<file path="src/rtl/rom_copy_dma_pkg.sv">
// Shared definitions for the ROM-to-RAM boot copy engine.
package rom_copy_dma_pkg;

    typedef enum logic [1:0] {
        IDLE   = 2'd0,
        RUN    = 2'd1,
        FINISH = 2'd2
    } state_t;

    localparam int unsigned WORD_BYTES      = 4;
    localparam logic [31:0] ADDR_ALIGN_MASK = 32'hFFFF_FFFC;

endpackage

</file>
<file path="src/rtl/rom_copy_dma.sv">
// Boot-time copy engine: streams words from a synchronous ROM port into a RAM
// write port at one word per cycle, honouring RAM back-pressure.
module rom_copy_dma
    import rom_copy_dma_pkg::*;
#(
    parameter int unsigned COUNT_WIDTH = 16
) (
    input  logic                   clk,
    input  logic                   reset,
    input  logic                   start,
    input  logic [31:0]            src_base,
    input  logic [31:0]            dst_base,
    input  logic [COUNT_WIDTH-1:0] word_count,
    output logic                   busy,
    output logic                   done,
    output logic                   rom_enable,
    output logic [31:0]            rom_address,
    input  logic [31:0]            rom_data,
    output logic [31:0]            ram_address,
    output logic [31:0]            ram_data,
    output logic                   ram_write_enable,
    input  logic                   ram_stall
);

    state_t                 state, state_next;
    logic [31:0]            src, dst;
    logic [COUNT_WIDTH-1:0] count, issued, written;
    logic                   pending;
    logic                   accept, last_accept;

    always_comb begin
        accept           = pending && !ram_stall;
        last_accept      = accept && ((written + COUNT_WIDTH'(1)) == count);
        // The ROM holds its output, so a stalled write simply blocks the next read.
        rom_enable       = (state == RUN) && (issued < count) && (!pending || !ram_stall);
        rom_address      = src + 32'(issued) * WORD_BYTES;
        ram_address      = dst + 32'(written) * WORD_BYTES;
        ram_write_enable = pending;
        ram_data         = pending ? rom_data : '0;
    end

    always_ff @(posedge clk) begin
        if (reset) begin
            state <= IDLE;
        end else begin
            state <= state_next;
        end
    end

    always_comb begin
        state_next = state;
        busy       = 1'b0;
        done       = 1'b0;
        case (state)
            IDLE: begin
                if (start) begin
                    state_next = (word_count == '0) ? FINISH : RUN;
                end
            end
            RUN: begin
                busy = 1'b1;
                if (last_accept) begin
                    state_next = FINISH;
                end
            end
            FINISH: begin
                done       = 1'b1;
                state_next = IDLE;
            end
            default: state_next = IDLE;
        endcase
    end

    always_ff @(posedge clk) begin
        if (reset) begin
            src     <= '0;
            dst     <= '0;
            count   <= '0;
            issued  <= '0;
            written <= '0;
            pending <= 1'b0;
        end else if (state == IDLE && start) begin
            src     <= src_base & ADDR_ALIGN_MASK;
            dst     <= dst_base & ADDR_ALIGN_MASK;
            count   <= word_count;
            issued  <= '0;
            written <= '0;
            pending <= 1'b0;
        end else begin
            if (rom_enable) begin
                issued <= issued + COUNT_WIDTH'(1);
            end
            if (accept) begin
                written <= written + COUNT_WIDTH'(1);
            end
            // A same-cycle issue and accept keeps pending set for full throughput.
            if (rom_enable) begin
                pending <= 1'b1;
            end else if (accept) begin
                pending <= 1'b0;
            end
        end
    end

endmodule

</file>
<file path="config.mk">
export PLATFORM = sky130hd
export DESIGN_NAME = rom_copy_dma
export DESIGN_NICKNAME = d
export VERILOG_FILES = /design/src/rtl/rom_copy_dma_pkg.sv /design/src/rtl/rom_copy_dma.sv
export SDC_FILE = /design/constraint.sdc
export NUM_CORES = 1
export LEC_CHECK = 0
export CORE_UTILIZATION = 45
export DETAILED_ROUTE_END_ITERATION = 10
export PLACE_DENSITY = 0.77
export SYNTH_ARGS = -nofsm -noshare
export SYNTH_HDL_FRONTEND = slang
export SYNTH_SLANG_ARGS = --single-unit
</file>
<file path="constraint.sdc">
create_clock -name clk -period 5 [get_ports clk]
set_input_delay 0.75 -clock clk [delete_from_list [all_inputs] [get_ports clk]]
set_output_delay 0.75 -clock clk [all_outputs]
set_load 0.01 [all_outputs]
</file>
==> flow_summary.yaml <==
run_status:
  status: "finished clean"
logic_synthesis:
  synth.avg_cell_area_um2: 7.60
  async_flop_share_pct: 0
  yosys_most_used_dff: "dfxtp_1"
  yosysSeqAreaShare_pct: 30.9
  yosys.area.top_type_share_pct: 30.9
  synth.most_common_cell: "nand2_1"
  yosys-top-cells-count: "nand2_1 (194), a21oi_1 (121), dfxtp_1 (111)"
  syn_inst: 948
  ys_warn_count: 0
  ys_types: 56
  synth_area_leaders: "dfxtp_1 (31%), nand2_1 (10%), ha_1 (8.5%)"
  netlist_area_mm2: 0.00720
  yosysTopAreaCell: "dfxtp_1"
  ys_seq_elements: 111
  synth_enable_flop_cells: 0
setup_path:
  critPathMaxFanout: 9
  worstPathRequired_ns: 4.25
  cp.arrival_ns: 3.68
  critPathKind: "reg2out"
  start_kind: "flip-flop"
  endpoint_kind: "primary output"
  reg2reg_depth: 7
final_layout:
  nFillCells: 1409
  final_area_mm2: 0.00975
  n_antenna_cell: 0
  regArea_mm2: 0.00222
  layout-drive-gt1-share_pct: 3.00
  nets: 1294
  syn2layout_area_growth_pct: 35.3
  multiInputGateArea_mm2: 0.00467
pwr:
  seqPwrFrac_pct: 43.0
  vdd_ir_drop_max_v: 0.000194
  internal_power_mw: 1.68
  p_sw_share_pct: 25.1
  clkPwrFrac_pct: 38.6
  p_total_mw: 2.24
  p_per_area_mw_per_mm2: 230
  power_switching_mw: 0.563
  p_comb_share_pct: 18.4
  p_leak_nw: 3.99
drt:
  drt_iter0_drc: 397
  drtAntennaViolNets: 0
  drt_wl_total_mm: 19.1
  vias: 7087
  drt-wirelength-per-cell_um: 14.2
  drcViolationCount: 0
  viasPerCell: 5.28
  first_pass_iters: 5
sta:
  relSlewSlack_pct: 22.8
  fin_crit_ns: 4.43
  drv_slew: 0
  fin_setup_tns_ns: 0
  post-route-period-util_pct: 88.7
  finalClockSkew_ns: 0.00937
  finalSetupViolCount: 0
  tightest_slew_ns: 1.16
  rsz0062_at_grt: "no"
  max_freq_mhz: 225
  hold_violations: 0
  hold_slack_ns: 0.463
job:
  drv_cap: 0
cts:
  cts-htree-levels: 3
  cts_setup_buffers: 0
  cts_sinks: 111
  clkSlewWorstSetupHoldPaths_ns: 0.07
  clkLatencyLatePin_ns: 0.36
  cts.path.max_buffers: 2
  root_buffer: "clkbuf_16"
  hold_buffers: 0
  cts_buffers: 9
  cts_tree: "built"
  ctsResizeCount: 0
floorplanning:
  fp.dieH_um: 129
  rows: 45
  die_x_um: 129
  dieArea_mm2: 0.0165
  core_mm2: 0.0154
  initial_utilization_pct: 46.7
  io_pins: 216
placed_design:
  placed_area_mm2: 0.00938
  hpwl_mm: 14.2
  gp_congestion: 0.847
  port_buffers: 207
worst_hold_path:
  hold_class: "reg2reg"
  hold_depth: 2
global_routing:
  grt_pass1_wl_mm: 30.6
  grt_max_degree: 79
  track_usage_pct: 22.9
  antenna_found_initial: 0
  grt_pass1_vias: 6468
  overflow: 0
==> sequential cells by signal (all words and copies together) (netlist names) <==
signal / count
dst: 30
written: 16
issued: 16
state: 2
src: 30
ram_write_enable: 1
count: 16
==> through the flow <==
stage | instances | util [%] | setup slack (ns)
final | 1343 | 63.2 | 0.565
after global routing | 1343 | 63.2 | 0.351
after CTS | 1343 | 63.2 | 0.594
after detailed placement | 1327 | 60.8 | 1.01
after global placement | 1327 | 60.8 | 1.05
after floorplan | 951 | - | 2.03
==> power groups by stage <==
| stage | combinational (mW) | clock (mW) | sequential (mW) |
|---|---|---|---|
| 6_report | 0.413 | 0.865 | 0.963 |
| 5_1_grt | 0.453 | 0.924 | 0.970 |
| 4_1_cts | 0.416 | 0.882 | 0.963 |
| 3_5_place_dp | 0.413 | 0 | 0.984 |
| 3_3_place_gp | 0.407 | 0 | 0.982 |
| 2_1_floorplan | 0.212 | 0 | 0.970 |
==> critical path: stages, from the launching register on <==
cell and delay, ns:
dfxtp_1 0.49, ha_1 0.36, and3_1 0.21, a211oi_2 0.40, o211ai_1 0.24, a221oi_1 0.47
o21a_1 0.33, nand2b_1 0.17, xnor2_1 0.11, clkdlybuf4s50_1 0.55
==> cell usage in the layout (no fill, tap or decap), types with 4 or more instances in the layout <==
cell type,count
nand4_1,18
clkbuf_16,9
nand3_1,27
o211ai_1,6
and2_1,35
ha_1,49
and3_1,11
conb_1,4
nor2_1,43
dfxtp_1,111
nor3_1,9
or3_1,13
a21oi_1,121
o21a_1,8
buf_4,4
o21bai_1,7
a21o_1,22
nor4_1,7
clkdlybuf4s50_1,206
and4_1,6
inv_1,34
o2111ai_1,4
xor2_1,48
o21ai_0,27
xnor2_1,42
a31oi_1,6
nor3b_1,4
nand2_1,194
nand2b_1,10
==> worst paths after layout <==
path	start	endpoint	slack, ns
hold reg to reg	src[2]$_SDFFE_PP0P_	src[2]$_SDFFE_PP0P_	0.46
setup reg to reg	ram_write_enable$_SDFFE_PP0P_	state[0]$_SDFFE_PP0P_	2.45
setup / recovery	written[3]$_SDFFE_PP0P_	ram_address[19]	0.57
hold / removal	src[2]$_SDFFE_PP0P_	src[2]$_SDFFE_PP0P_	0.46
==> area by class of cell <==
type,instances,area share [%]
Inverter,34,1.31
Multi-Input combinational cell,760,47.9
Clock inverter,4,1.01
Clock buffer,12,2.73
Timing Repair Buffer,211,21.5
Sequential cell,111,22.8
Tap cell,211,2.71
==> cells by family after synthesis <==
logic type	share of synthesized area, %
adder cells (fa/ha/maj)	9.07
multiplexers	0.278
AND/OR/NAND/NOR	25.6
buffers and inverters	4.53
XOR/XNOR	10.9
flip-flops	30.9
AO/OA/AOI/OAI	18.6
other	0.0521
==> layer usage <==
metal | track usage, % | wire (µm) | vias to the layer above
met5 | 0 | 0 | -
met4 | 6.23 | 298 | 0
met3 | 5.65 | 1250 | 23
met2 | 39.6 | 9200 | 206
met1 | 28.3 | 8390 | 3258
li1 | - | - | 3600
Note: power is estimated with default switching activity, not from simulation.
